===== src/rtl/mdu_pkg.sv =====
// Shared definitions for the sequential multiply/divide unit: operation
// encodings as seen on the op port and the control state encoding.
package mdu_pkg;

  localparam logic [1:0] MDU_MULTU = 2'b00;
  localparam logic [1:0] MDU_MULT  = 2'b01;
  localparam logic [1:0] MDU_DIVU  = 2'b10;
  localparam logic [1:0] MDU_DIV   = 2'b11;

  typedef enum logic [1:0] {
    IDLE = 2'd0,
    CALC = 2'd1,
    FIX  = 2'd2
  } mdu_state_t;

endpackage


===== src/rtl/mdu_seq.sv =====
// Iterative multiply/divide unit for the execute stage. One bit is retired
// per cycle on a shared 2*WIDTH shift register and a single WIDTH+1 bit
// adder/subtractor. Signed operations run on magnitudes and the sign is
// restored when HI/LO are written.
module mdu_seq
  import mdu_pkg::*;
#(
  parameter int WIDTH = 32
) (
  input  logic             clk,
  input  logic             rst_n,
  input  logic             start,
  input  logic [1:0]       op,
  input  logic [WIDTH-1:0] a,
  input  logic [WIDTH-1:0] b,
  input  logic             abort,
  output logic             busy,
  output logic             done,
  output logic [WIDTH-1:0] hi,
  output logic [WIDTH-1:0] lo
);

  localparam int CW = $clog2(WIDTH + 1);
  localparam logic [CW-1:0] LAST_ITER = CW'(WIDTH - 1);

  mdu_state_t         state;
  logic [CW-1:0]      cnt;
  logic               op_mul;
  logic               sign_a;
  logic               sign_b;
  logic [WIDTH-1:0]   b_mag;
  logic [2*WIDTH-1:0] acc;

  logic               req_mul;
  logic               req_signed;
  logic [WIDTH-1:0]   a_mag_in;
  logic [WIDTH-1:0]   b_mag_in;

  logic [WIDTH-1:0]   acc_hi;
  logic [WIDTH:0]     add_x;
  logic [WIDTH:0]     add_y;
  logic [WIDTH:0]     add_r;
  logic [2*WIDTH-1:0] acc_step;

  logic [2*WIDTH-1:0] prod_fix;
  logic [WIDTH-1:0]   quo_fix;
  logic [WIDTH-1:0]   rem_fix;

  // Decode the incoming request and reduce signed operands to magnitudes
  always_comb begin
    req_mul    = 1'b0;
    req_signed = 1'b0;
    case (op)
      MDU_MULTU: begin req_mul = 1'b1; req_signed = 1'b0; end
      MDU_MULT:  begin req_mul = 1'b1; req_signed = 1'b1; end
      MDU_DIVU:  begin req_mul = 1'b0; req_signed = 1'b0; end
      MDU_DIV:   begin req_mul = 1'b0; req_signed = 1'b1; end
      default:   begin req_mul = 1'b0; req_signed = 1'b0; end
    endcase
    a_mag_in = (req_signed && a[WIDTH-1]) ? -a : a;
    b_mag_in = (req_signed && b[WIDTH-1]) ? -b : b;
  end

  // One iteration: shift-add for multiply, restoring shift-subtract for divide,
  // both through the same adder (subtract = add of the inverted divisor + 1)
  always_comb begin
    acc_hi = acc[2*WIDTH-1:WIDTH];
    add_x  = op_mul ? {1'b0, acc_hi} : {acc_hi, acc[WIDTH-1]};
    add_y  = op_mul ? {1'b0, b_mag} : ~{1'b0, b_mag};
    add_r  = add_x + add_y + (WIDTH+1)'(!op_mul);
    if (op_mul) begin
      acc_step = acc[0] ? {add_r, acc[WIDTH-1:1]} : {1'b0, acc_hi, acc[WIDTH-1:1]};
    end else begin
      acc_step = add_r[WIDTH] ? {add_x[WIDTH-1:0], acc[WIDTH-2:0], 1'b0}
                              : {add_r[WIDTH-1:0], acc[WIDTH-2:0], 1'b1};
    end
  end

  // Sign restoration; a zero divisor leaves the all-ones quotient untouched
  // and the remainder, which then equals |a|, turns back into a
  always_comb begin
    prod_fix = (sign_a ^ sign_b) ? -acc : acc;
    quo_fix  = ((sign_a ^ sign_b) && (b_mag != '0)) ? -acc[WIDTH-1:0] : acc[WIDTH-1:0];
    rem_fix  = sign_a ? -acc_hi : acc_hi;
  end

  // Control FSM with registered busy/done and the HI/LO result registers
  always_ff @(posedge clk or negedge rst_n) begin
    if (!rst_n) begin
      state  <= IDLE;
      cnt    <= '0;
      op_mul <= 1'b0;
      sign_a <= 1'b0;
      sign_b <= 1'b0;
      b_mag  <= '0;
      acc    <= '0;
      busy   <= 1'b0;
      done   <= 1'b0;
      hi     <= '0;
      lo     <= '0;
    end else begin
      done <= 1'b0;
      case (state)
        IDLE: begin
          if (start && !abort) begin
            op_mul <= req_mul;
            sign_a <= req_signed & a[WIDTH-1];
            sign_b <= req_signed & b[WIDTH-1];
            b_mag  <= b_mag_in;
            acc    <= {{WIDTH{1'b0}}, a_mag_in};
            cnt    <= '0;
            busy   <= 1'b1;
            state  <= CALC;
          end
        end
        CALC: begin
          if (abort) begin
            busy  <= 1'b0;
            state <= IDLE;
          end else begin
            acc <= acc_step;
            cnt <= cnt + CW'(1);
            if (cnt == LAST_ITER) begin
              state <= FIX;
            end
          end
        end
        FIX: begin
          if (abort) begin
            busy  <= 1'b0;
            state <= IDLE;
          end else begin
            if (op_mul) begin
              hi <= prod_fix[2*WIDTH-1:WIDTH];
              lo <= prod_fix[WIDTH-1:0];
            end else begin
              hi <= rem_fix;
              lo <= quo_fix;
            end
            done  <= 1'b1;
            busy  <= 1'b0;
            state <= IDLE;
          end
        end
        default: begin
          busy  <= 1'b0;
          state <= IDLE;
        end
      endcase
    end
  end

endmodule

===== config.mk =====
export PLATFORM = sky130hd
export DESIGN_NAME = mdu_seq
export DESIGN_NICKNAME = d
export VERILOG_FILES = /design/src/rtl/mdu_pkg.sv /design/src/rtl/mdu_seq.sv
export SDC_FILE = /design/constraint.sdc
export NUM_CORES = 1
export LEC_CHECK = 0
export BUFFER_PORTS_ARGS = -buffer_cell sky130_fd_sc_hd__clkbuf_2
export CAP_MARGIN = 40
export CORE_ASPECT_RATIO = 1.5
export CORE_MARGIN = 5
export CORE_UTILIZATION = 66
export DETAILED_ROUTE_END_ITERATION = 16
export GPL_TIMING_DRIVEN = 0
export PLACE_DENSITY = 0.88
export SYNTH_ARGS = -nofsm -noshare
export SYNTH_HDL_FRONTEND = slang
export SYNTH_SLANG_ARGS = --single-unit

===== constraint.sdc =====
create_clock -name clk -period 9.37 [get_ports clk]
set_input_delay 1.874 -clock clk [delete_from_list [all_inputs] [get_ports clk]]
set_output_delay 1.874 -clock clk [all_outputs]
set_load 0.01 [all_outputs]

==> results_dict.tcl <==
set metrics [dict create \
    synthArstFlopShare_pct 100 \
    num_rows 64 \
    place_congestion 0.974 \
    dp_hpwl_mm 35.7 \
    grt_pass1_wl_mm 73.3 \
    wire_per_inst_microns 22.0 \
    cts.sink_count 173 \
    cts_hold_buf 0 \
    synth-main-ff-cell "dfrtp_1" \
    crit_path_end_kind "register" \
    avgSynthCellArea_sq_um 8.05 \
    overflow 0 \
    path_clk_slew_ns 0.07 \
    synth_area_sq_um 13400 \
    synthTopCellsByCount "256 x nand2_1, 214 x o21ai_0, 173 x dfrtp_1, 114 x xnor2_1, 112 x clkbuf_1" \
    io_pins 136 \
    cp.required_ns 9.68 \
    synth_fp_nets 1776 \
    criticalPathCategory "reg2reg" \
    slew_headroom_pct 40.6 \
    synth_edf_count 0 \
    rsz0062_at_grt "no" \
    dieArea_sq_um 23400 \
    synth_area_leaders "dfrtp_1 32%, o21ai_0 8.0%, xnor2_1 7.4%" \
    clock_path_buffers 2 \
    numCtsBuffers 17 \
    finalWirelength_mm 46.3 \
    grt_pass1_vias 13700 \
    cp_max_fo 10 \
    yosys.area.top_type_share_pct 32.2 \
    min_period_ns 6.86 \
    cts_max_level 4 \
    insertion_delay_ns 0.45 \
    first_iter_violations 1489 \
    drive_gt1_share_pct 12.8 \
    placed_area_sq_um 14500 \
    leakagePower_uw 0.00657 \
    setup_viol 0 \
    grt_usage_pct 39.9 \
    core_sq_um 20300 \
    worst_ir_drop_vdd_v 0.000221 \
    fillers 1504 \
    nets 1931 \
    grt_max_degree 108 \
    area_growth_pct 12.6 \
    skew_ns 0.0104 \
    start_util_pct 66.3 \
    vias 13900 \
    cp.arrival_ns 7.16 \
    root_buffer "clkbuf_16" \
    ctsResizeCount 0 \
    ys_seq_area_share_pct 32.2 \
    synth_warnings 0 \
    min_period_over_period_pct 73.2 \
    hold_violations 0 \
    die_h_microns 185 \
    tns_ns 0 \
    final_max_slew_viol_count 0 \
    yosysTopAreaCell "dfrtp_1" \
    dr.pass1.iters 6 \
    drc 0 \
    synth_most_common_cell "nand2_1" \
    finalPower_uw 4680 \
    synthDistinctLibCells 77 \
    vias_per_cell 6.63 \
    antenna_left 0 \
    power.density_nw_per_um2 309 \
    hp-class "reg2reg" \
    worst_pin_slew_ns 0.879 \
    cts_tree "done" \
    post_cts_buffers 0 \
    syn-instance-count 1669 \
    placement.io_buffers 135 \
    antenna_found_initial 0 \
    final_area_sq_um 15100 \
    maxCapViolCount 0 \
    outcome "completed" \
    diodes 0 \
    fmax_mhz 146 \
    die_w_microns 126 \
    cp-start-kind "register" \
    ys_seq_elements 173 \
]
cell families (layout without fill, tap and decap cells):
family                     count (synthesis)  count (layout)  share of synthesized area [%]
AOI/OAI and AO/OA                        515             515                           23.6
and+or+nand+nor                          528             528                           18.4
xor gates and xnor gates                 179             179                           11.7
muxes                                     76              76                           5.88
adders and majority gates                 37              37                           3.50
buffers and inverters                    161             329                           4.70
DFF                                      173             173                           32.2
layer usage:
metal / share of wire, % / global-route usage (%)
met5: 0 / 0
met4: 7.2 / 25.4
met3: 8.1 / 5.60
met2: 49 / 68.6
met1: 36 / 46.4
critical path, cell delays in order, from the launching register on:
cell,delay (ns)
dfrtp_1,0.62
clkbuf_1,0.45
clkbuf_1,0.55
clkbuf_1,0.74
buf_1,0.74
xnor2_1,0.16
ha_1,0.37
a21o_1,0.22
a221oi_1,0.59
or2_2,0.27
a31o_2,0.18
a31o_2,0.17
clkbuf_1,0.44
clkbuf_1,0.53
nand3_1,0.36
a21oi_1,0.21
o41ai_1,0.08
area by class of cell:
cell class                      instances  area, sq um  share of cell area [%]
Buffer                                130          514                    3.40
Clock buffer                           19          443                    2.93
Clock inverter                         13          201                    1.33
Inverter                               31          116                   0.770
Multi-Input combinational cell       1335         8470                    56.0
Sequential cell                       173         4330                    28.6
Tap cell                              264          330                    2.19
Timing Repair Buffer                  136          712                    4.71
worst paths after layout:
kind	start	end	slack, ns	cells after the start
worst max-delay path	op_mul	acc[62]	2.51	16
worst min-delay path	lo[30]	lo[30]	0.48	2
worst max register to register	op_mul	acc[62]	2.51	16
worst min register to register	lo[30]	lo[30]	0.48	2
max in group asynchronous	rst_n	b_mag[21]	7.03	2
min in group asynchronous	rst_n	lo[11]	1.40	1
stage by stage:
stage               cells  hold slack [ns]  setup WS, ns  utilization, %
finish               2101            0.482          2.51            74.6
global route         2101            0.498          2.39            74.6
CTS                  2101            0.488          2.81            74.6
detailed placement   2069            0.469          2.82            71.4
global placement     2068            0.463          2.84            71.3
floorplan            1669            0.478          4.64               -
registers in the layout (all words and copies together), names as in the netlist:
register,cells
cnt,6
busy,1
op_mul,1
sign_a,1
state,2
b_mag,32
acc,64
sign_b,1
lo,32
hi,32
done,1
power breakdown:
group	leakage [uW]	switching [uW]	internal, uW
clock network	0.000309	336	461
logic	0.00398	1830	1030
registers	0.00227	148	869
layout by cell type (no fill, tap or decap), drive strengths merged, types with 4 or more instances in the layout:
master,n
mux2i,53
bufinv,4
nor3,29
o32ai,6
a221oi,5
ha,36
o41ai,14
a31oi,20
a31o,6
xor2,64
or4,14
a21oi,110
mux2,23
a21o,24
o211ai,5
o221ai,10
o211a,4
nand2b,9
and4,5
a21boi,10
xnor2,115
inv,35
o21ai,216
or2,9
buf,18
o21bai,7
dfrtp,173
a211oi,17
nor2b,12
nand2,256
clkbuf,267
and2,10
nand4,10
and3,10
or3,19
nand3,24
a2111oi,4
nor4,25
o31ai,27
nor2,86
No activity file was read; power rests on OpenSTA's default activity.
